[src/rtl/uart_rx_push_if.sv]
`default_nettype none
// +----------------------------------------------------------------------+
// | uart_rx_push_if : RX-FIFO write port (wr_en / din / full)            |
// | Revision: 1.0                                                        |
// +----------------------------------------------------------------------+
interface uart_rx_push_if #(
  parameter int DATA_WIDTH = 8
);
  logic                  wr_en;
  logic [DATA_WIDTH-1:0] din;
  logic                  full;

  modport master (output wr_en, output din, input full);
  modport slave  (input wr_en, input din, output full);
endinterface
`default_nettype wire

[src/rtl/uart_rx_push.sv]
`default_nettype none
// +----------------------------------------------------------------------+
// | uart_rx_push : 8N1 UART receiver pushing good bytes into the RX FIFO |
// | Optional even parity (8E1) when UART_RX_PARITY_EN is defined.        |
// | Revision: 1.0                                                        |
// +----------------------------------------------------------------------+
module uart_rx_push #(
  parameter int CLOCK_FREQ = 50_000_000,
  parameter int BAUD_RATE  = 115_200,
  parameter int DATA_WIDTH = 8
) (
  input  wire logic      clk,
  input  wire logic      rst_n,
  input  wire logic      serial_in,
  uart_rx_push_if.master fifo,
  input  wire logic      clear_err,
  output logic           overrun,
  output logic           frame_err,
  output logic           busy
);
  localparam int SYMBOL_EDGE_TIME = CLOCK_FREQ / BAUD_RATE;
  localparam int c_cnt_w = $clog2(SYMBOL_EDGE_TIME);
  localparam int c_idx_w = $clog2(DATA_WIDTH + 1);
  localparam logic [c_cnt_w-1:0] c_half_load = c_cnt_w'(SYMBOL_EDGE_TIME / 2 - 1);
  localparam logic [c_cnt_w-1:0] c_full_load = c_cnt_w'(SYMBOL_EDGE_TIME - 1);
  localparam logic [c_idx_w-1:0] c_last_idx  = c_idx_w'(DATA_WIDTH - 1);

  typedef enum logic [2:0] {
    S_IDLE      = 3'd0,
    S_START     = 3'd1,
    S_DATA      = 3'd2,
`ifdef UART_RX_PARITY_EN
    S_PARITY    = 3'd3,
`endif
    S_STOP      = 3'd4,
    S_WAIT_HIGH = 3'd5
  } state_t;

  state_t                r_state, w_state_nxt;
  logic                  r_sync1, r_sync2;
  logic                  w_rx_s;
  logic [c_cnt_w-1:0]    r_cnt, w_cnt_nxt;
  logic [c_idx_w-1:0]    r_idx, w_idx_nxt;
  logic [DATA_WIDTH-1:0] r_shift, w_shift_nxt;
  logic                  w_tick;
  logic                  w_frame_bad;
  logic                  w_push, w_set_ovr, w_set_ferr;
  logic                  r_wr_en;
  logic [DATA_WIDTH-1:0] r_din;
  logic                  r_overrun, r_frame_err;
`ifdef UART_RX_PARITY_EN
  logic                  r_par_bad, w_par_bad_nxt;
`endif

  assign w_rx_s = r_sync2;
  assign w_tick = (r_cnt == '0);

`ifdef UART_RX_PARITY_EN
  assign w_frame_bad = r_par_bad;
`else
  assign w_frame_bad = 1'b0;
`endif

  always_ff @(posedge clk or negedge rst_n) begin
    if (!rst_n) begin
      r_sync1 <= 1'b1;
      r_sync2 <= 1'b1;
    end else begin
      r_sync1 <= serial_in;
      r_sync2 <= r_sync1;
    end
  end

  always_ff @(posedge clk or negedge rst_n) begin
    if (!rst_n) begin
      r_state <= S_IDLE;
      r_cnt   <= '0;
      r_idx   <= '0;
      r_shift <= '0;
`ifdef UART_RX_PARITY_EN
      r_par_bad <= 1'b0;
`endif
    end else begin
      r_state <= w_state_nxt;
      r_cnt   <= w_cnt_nxt;
      r_idx   <= w_idx_nxt;
      r_shift <= w_shift_nxt;
`ifdef UART_RX_PARITY_EN
      r_par_bad <= w_par_bad_nxt;
`endif
    end
  end

  always_comb begin
    w_state_nxt = r_state;
    w_cnt_nxt   = r_cnt;
    w_idx_nxt   = r_idx;
    w_shift_nxt = r_shift;
    w_push      = 1'b0;
    w_set_ovr   = 1'b0;
    w_set_ferr  = 1'b0;
`ifdef UART_RX_PARITY_EN
    w_par_bad_nxt = r_par_bad;
`endif
    case (r_state)
      S_IDLE: begin
        if (!w_rx_s) begin
          w_state_nxt = S_START;
          w_cnt_nxt   = c_half_load;
        end
      end
      S_START: begin
        if (!w_tick) begin
          w_cnt_nxt = r_cnt - c_cnt_w'(1);
        end else if (w_rx_s) begin
          w_state_nxt = S_IDLE;
        end else begin
          w_state_nxt = S_DATA;
          w_cnt_nxt   = c_full_load;
          w_idx_nxt   = '0;
`ifdef UART_RX_PARITY_EN
          w_par_bad_nxt = 1'b0;
`endif
        end
      end
      S_DATA: begin
        if (!w_tick) begin
          w_cnt_nxt = r_cnt - c_cnt_w'(1);
        end else begin
          w_shift_nxt = {w_rx_s, r_shift[DATA_WIDTH-1:1]};
          w_cnt_nxt   = c_full_load;
          w_idx_nxt   = r_idx + c_idx_w'(1);
          if (r_idx == c_last_idx) begin
`ifdef UART_RX_PARITY_EN
            w_state_nxt = S_PARITY;
`else
            w_state_nxt = S_STOP;
`endif
          end
        end
      end
`ifdef UART_RX_PARITY_EN
      S_PARITY: begin
        if (!w_tick) begin
          w_cnt_nxt = r_cnt - c_cnt_w'(1);
        end else begin
          w_par_bad_nxt = (^r_shift) ^ w_rx_s;
          w_state_nxt   = S_STOP;
          w_cnt_nxt     = c_full_load;
        end
      end
`endif
      S_STOP: begin
        // Decision taken mid stop bit so back-to-back frames are caught.
        if (!w_tick) begin
          w_cnt_nxt = r_cnt - c_cnt_w'(1);
        end else if (!w_rx_s) begin
          w_set_ferr  = 1'b1;
          w_state_nxt = S_WAIT_HIGH;
        end else if (w_frame_bad) begin
          w_set_ferr  = 1'b1;
          w_state_nxt = S_IDLE;
        end else if (fifo.full) begin
          w_set_ovr   = 1'b1;
          w_state_nxt = S_IDLE;
        end else begin
          w_push      = 1'b1;
          w_state_nxt = S_IDLE;
        end
      end
      S_WAIT_HIGH: begin
        if (w_rx_s) begin
          w_state_nxt = S_IDLE;
        end
      end
      default: begin
        w_state_nxt = S_IDLE;
      end
    endcase
  end

  always_ff @(posedge clk or negedge rst_n) begin
    if (!rst_n) begin
      r_wr_en     <= 1'b0;
      r_din       <= '0;
      r_overrun   <= 1'b0;
      r_frame_err <= 1'b0;
    end else begin
      r_wr_en <= w_push;
      if (w_push) begin
        r_din <= r_shift;
      end
      if (w_set_ovr) begin
        r_overrun <= 1'b1;
      end else if (clear_err) begin
        r_overrun <= 1'b0;
      end
      if (w_set_ferr) begin
        r_frame_err <= 1'b1;
      end else if (clear_err) begin
        r_frame_err <= 1'b0;
      end
    end
  end

  assign fifo.wr_en = r_wr_en;
  assign fifo.din   = r_din;
  assign overrun    = r_overrun;
  assign frame_err  = r_frame_err;
  assign busy       = (r_state != S_IDLE);

endmodule
`default_nettype wire

[src/flat_wrapper.sv]
// flat-port wrapper written by rule: the top's interface ports become plain ports
module uart_rx_push_flat 
#(
  parameter int CLOCK_FREQ = 50_000_000,
  parameter int BAUD_RATE  = 115_200,
  parameter int DATA_WIDTH = 8
)
  (clk, rst_n, serial_in, clear_err, overrun, frame_err, busy, fifo_wr_en, fifo_din, fifo_full);
  uart_rx_push_if #(.DATA_WIDTH(DATA_WIDTH)) fifo_i ();
  input  wire logic clk;
  input  wire logic rst_n;
  input  wire logic serial_in;
  input  wire logic clear_err;
  output logic overrun;
  output logic frame_err;
  output logic busy;
  output wire logic [$bits(fifo_i.wr_en)-1:0] fifo_wr_en;
  output wire logic [$bits(fifo_i.din)-1:0] fifo_din;
  input wire logic [$bits(fifo_i.full)-1:0] fifo_full;
  assign fifo_wr_en = fifo_i.wr_en;
  assign fifo_din = fifo_i.din;
  assign fifo_i.full = fifo_full;
  uart_rx_push #(.CLOCK_FREQ(CLOCK_FREQ), .BAUD_RATE(BAUD_RATE), .DATA_WIDTH(DATA_WIDTH)) u_core (.clk(clk), .rst_n(rst_n), .serial_in(serial_in), .fifo(fifo_i), .clear_err(clear_err), .overrun(overrun), .frame_err(frame_err), .busy(busy));
endmodule
[config.mk]
export PLATFORM = sky130hd
export DESIGN_NAME = uart_rx_push_flat
export DESIGN_NICKNAME = d
export VERILOG_FILES = /design/src/rtl/uart_rx_push_if.sv /design/src/rtl/uart_rx_push.sv /design/src/flat_wrapper.sv
export SDC_FILE = /design/constraint.sdc
export NUM_CORES = 1
export LEC_CHECK = 0
export CAP_MARGIN = 20
export CORE_MARGIN = 4
export CORE_UTILIZATION = 56
export DETAILED_ROUTE_END_ITERATION = 8
export GPL_TIMING_DRIVEN = 0
export PLACE_DENSITY_LB_ADDON = 0.2
export REMOVE_ABC_BUFFERS = 1
export SYNTH_ARGS = -nofsm -noshare
export SYNTH_HDL_FRONTEND = slang
export SYNTH_SLANG_ARGS = --single-unit
[constraint.sdc]
create_clock -name clk -period 3.1 [get_ports clk]
set_clock_uncertainty 0.05 [all_clocks]
set_input_delay 0.465 -clock clk [delete_from_list [all_inputs] [get_ports clk]]
set_output_delay 0.465 -clock clk [all_outputs]
set_load 0.005 [all_outputs]
==> impl_metrics.yaml <==
outcome:
  status: "finished, final reports clean"
sta:
  timing.hold.ws_ns: 0.139
  maxSlewViolCount: 0
  final_min_period_over_clock_period_pct: 93.1
  layout_min_cycle_time_ns: 2.89
  hold_violations_final: 0
  relSlewSlack_pct: 46.8
  fmax_mhz: 346
  setup-violations-final: 0
  measured_slew_at_the_worst_slew_check_pin_ns: 0.798
detailed_routing:
  dr_total_vias: 1421
  routed_wl_um: 3720
  detail_route.first_pass.iterations: 4
  detail_route.iter0.violations: 119
  vias_per_cell: 6.07
  detail_route.drc_violations: 0
  routed_wire_length_per_instance_um: 15.9
  final_antenna_net_count: 0
cts:
  clockRootBuffer: "clkbuf_4"
  clk_transition_reported_paths_ns: 0.11
  cts_buffers: 5
  postCtsHoldBufs: 0
  worstSkewPairLatency_ns: 0.35
  clock_tree_from_tritoncts: "done"
  cts.repair_timing.setup_buffer_count: 0
  ctsLongestPathBuffers: 2
  cts_max_level: 2
  clock_sink_count: 37
setup_path:
  cp-start-kind: "flip-flop"
  crit-reg2reg-launch: "u_core.r_cnt[0]"
  critPathRequiredTime_ns: 3.29
  timing.reg2reg.setup_slack_ns: 0.21
  endpoint_kind: "flip-flop"
  path_max_fanout: 14
  r2r-end: "u_core.r_shift[7]"
  crit_type: "reg -> reg"
  r2r.worst_path.cells: 6
  critPathArrivalTime_ns: 3.07
global_routing:
  grt_antenna_before_repair: 0
  grt.met3_usage_pct: 4.76
  met1_usage_pct: 25.7
  global_route_wire_length_before_repair_um: 6740
  grt_overflow_total: 0
  grt.busiest_layer: "met2"
  grt_max_degree: 38
  gr-usage-met2_pct: 32.7
  vias_in_the_first_global_route: 1535
  groute.usage.overall_pct: 20.4
logic_synthesis:
  yosys_warnings: 0
  synth_top_area_cell: "dfrtp_1"
  synth_async_sr_flop_share_pct: 100
  synthMostInstantiatedCell: "dfrtp_1"
  synth-main-ff-cell: "dfrtp_1"
  synth-seq-cells: 37
  synth-edff-count: 0
  post_synth_main_area_contributors: "dfrtp_1, mux2_4, mux2_2"
  synth_common_cells: "dfrtp_1, nor2_1, nand2_1"
  netlist_instances: 175
  netlist-cell-type-count: 46
  avgSynthCellArea_um2: 10.7
  synth_top_area_share_pct: 46.8
  synth-seq-area-share_pct: 49.6
  netlist_area_pre_place_um2: 1870
floorplanning:
  die_width_um: 65.8
  fp-row-count: 20
  core_um2: 3130
  initial_core_util_pct: 59.8
  die-area_um2: 4330
  die_h_um: 65.8
  num_io_pins: 17
cells_and_area:
  n_antenna_cell: 0
  core_utilization_of_the_finished_layout_pct: 67.8
  stdcell_area_um2: 2120
  design.final.nets: 197
  drive_above_1_share_pct: 16.8
  fillerInstances: 257
  layout-area-overhead-vs-synth_pct: 13.3
placed_design:
  placed_area_um2: 2040
  io_buffer_count: 16
  place.gp.congestion: 0.856
  final_hpwl_dp_um: 2640
hold_path:
  min_path_type: "in -> async"
power_and_ir_drop:
  ir_drop_mv: 0.248
  p_leak_nw: 0.930
  cellPowerDensity_nw_per_um2: 389
flow_run:
  timing.max_cap.violations: 0
==> cell type report <==
cell class,count,area (µm²),area share (%)
Multi-Input combinational cell,124,887,41.8
Clock inverter,2,35.0,1.65
Inverter,6,22.5,1.06
Clock buffer,5,37.5,1.77
Timing Repair Buffer,16,155,7.32
Tap cell,44,55.1,2.60
Sequential cell,37,928,43.8
==> worst max path at each step <==
stage,start,to,slack (ns),depth (start not counted)
finish,u_core.r_cnt[0],u_core.r_shift[7],0.21,6
global route,u_core.r_cnt[0],u_core.r_idx[2],-0.005,7
CTS,u_core.r_cnt[0],u_core.fifo.din[6],0.09,6
detailed placement,u_core.r_cnt[0],u_core.fifo.din[6],0.11,6
global placement,u_core.r_cnt[0],u_core.fifo.din[6],0.15,6
floorplan,u_core.r_cnt[0],u_core.fifo.din[0],0.42,6
==> power by group <==
part | switching [mW] | internal, mW
Combinational | 0.0119 | 0.00597
Clock | 0.157 | 0.164
Sequential | 0.00232 | 0.485
Total | 0.171 | 0.655
==> logic make-up (layout without fill, tap and decap cells) <==
kind of cell	count (synthesis)	after routing	synth area share (%)
and+or+nand+nor	64	64	19.1
AOI/OAI and AO/OA	40	40	14.4
DFF	37	37	49.6
muxes	17	17	11.8
buffers and inverters	14	29	3.27
adders and majority gates	2	2	1.34
xor gates and xnor gates	1	1	0.468
==> flip-flops by register name (all words and copies together), names as in the netlist <==
signal / count
u_core.r_sync2: 1
u_core.r_state: 3
u_core.r_shift: 8
u_core.fifo.wr_en: 1
u_core.frame_err: 1
u_core.r_cnt: 9
u_core.overrun: 1
u_core.r_sync1: 1
u_core.r_idx: 4
u_core.fifo.din: 8
==> per-layer routing <==
metal | wire length, µm | vias up | part of all wire [%]
met4 | 110 | 0 | 3.0
met5 | 0 | - | 0
met3 | 170 | 12 | 4.6
met1 | 1700 | 690 | 46
met2 | 1740 | 45 | 47
li1 | - | 674 | -
==> per-stage QoR <==
| step | std cells | power [mW] | setup slack, ns | TNS [ns] |
|---|---|---|---|---|
| after floorplan | 167 | 0.499 | 0.419 | 0 |
| after global placement | 227 | 0.515 | 0.151 | 0 |
| after detailed placement | 227 | 0.515 | 0.108 | 0 |
| after CTS | 234 | 0.832 | 0.0923 | 0 |
| after global routing | 234 | 0.849 | -0.00497 | -0.00497 |
| final | 234 | 0.826 | 0.213 | 0 |
==> cell usage in the layout, fill, tap and decap left out, types with 2 or more instances in the layout <==
cell             netlist  layout
nor3b_1                3       3
dfstp_2                2       2
o2bb2ai_1              2       2
a31oi_1                2       2
nor4b_1                2       2
nor2_1                13      13
o21a_1                 5       5
o22ai_1                3       3
or3b_2                 2       2
inv_1                  6       6
ha_1                   2       2
a41oi_1                2       2
a21oi_1                6       6
or3_1                  5       4
nand3b_1               2       2
clkdlybuf4s50_1        0      15
nor2b_1                3       3
clkbuf_4               0       5
mux2_2                 9       9
o21ai_1                2       2
or4_1                  3       3
nand2b_1               3       3
nand3_1                6       6
nand2_1               11      11
nor3_1                 5       5
o21ai_0                8       8
dfrtp_1               35      35
mux2_4                 8       8
or3_4                  1       2
a22o_1                 2       2
==> critical path: stages, from the launching register on <==
cell     delay, ns
dfrtp_1       0.46
inv_1         0.09
ha_1          0.20
or3b_1        0.43
or4_1         0.69
nor2_2        0.48
mux2_2        0.39
==> what timing repair did <==
action,in CTS,in global routing
endpoints found under the hold margin,0,0
gates resized for setup,0,1
endpoints found under the setup margin,0,8
(Power assumes the default switching activity.)
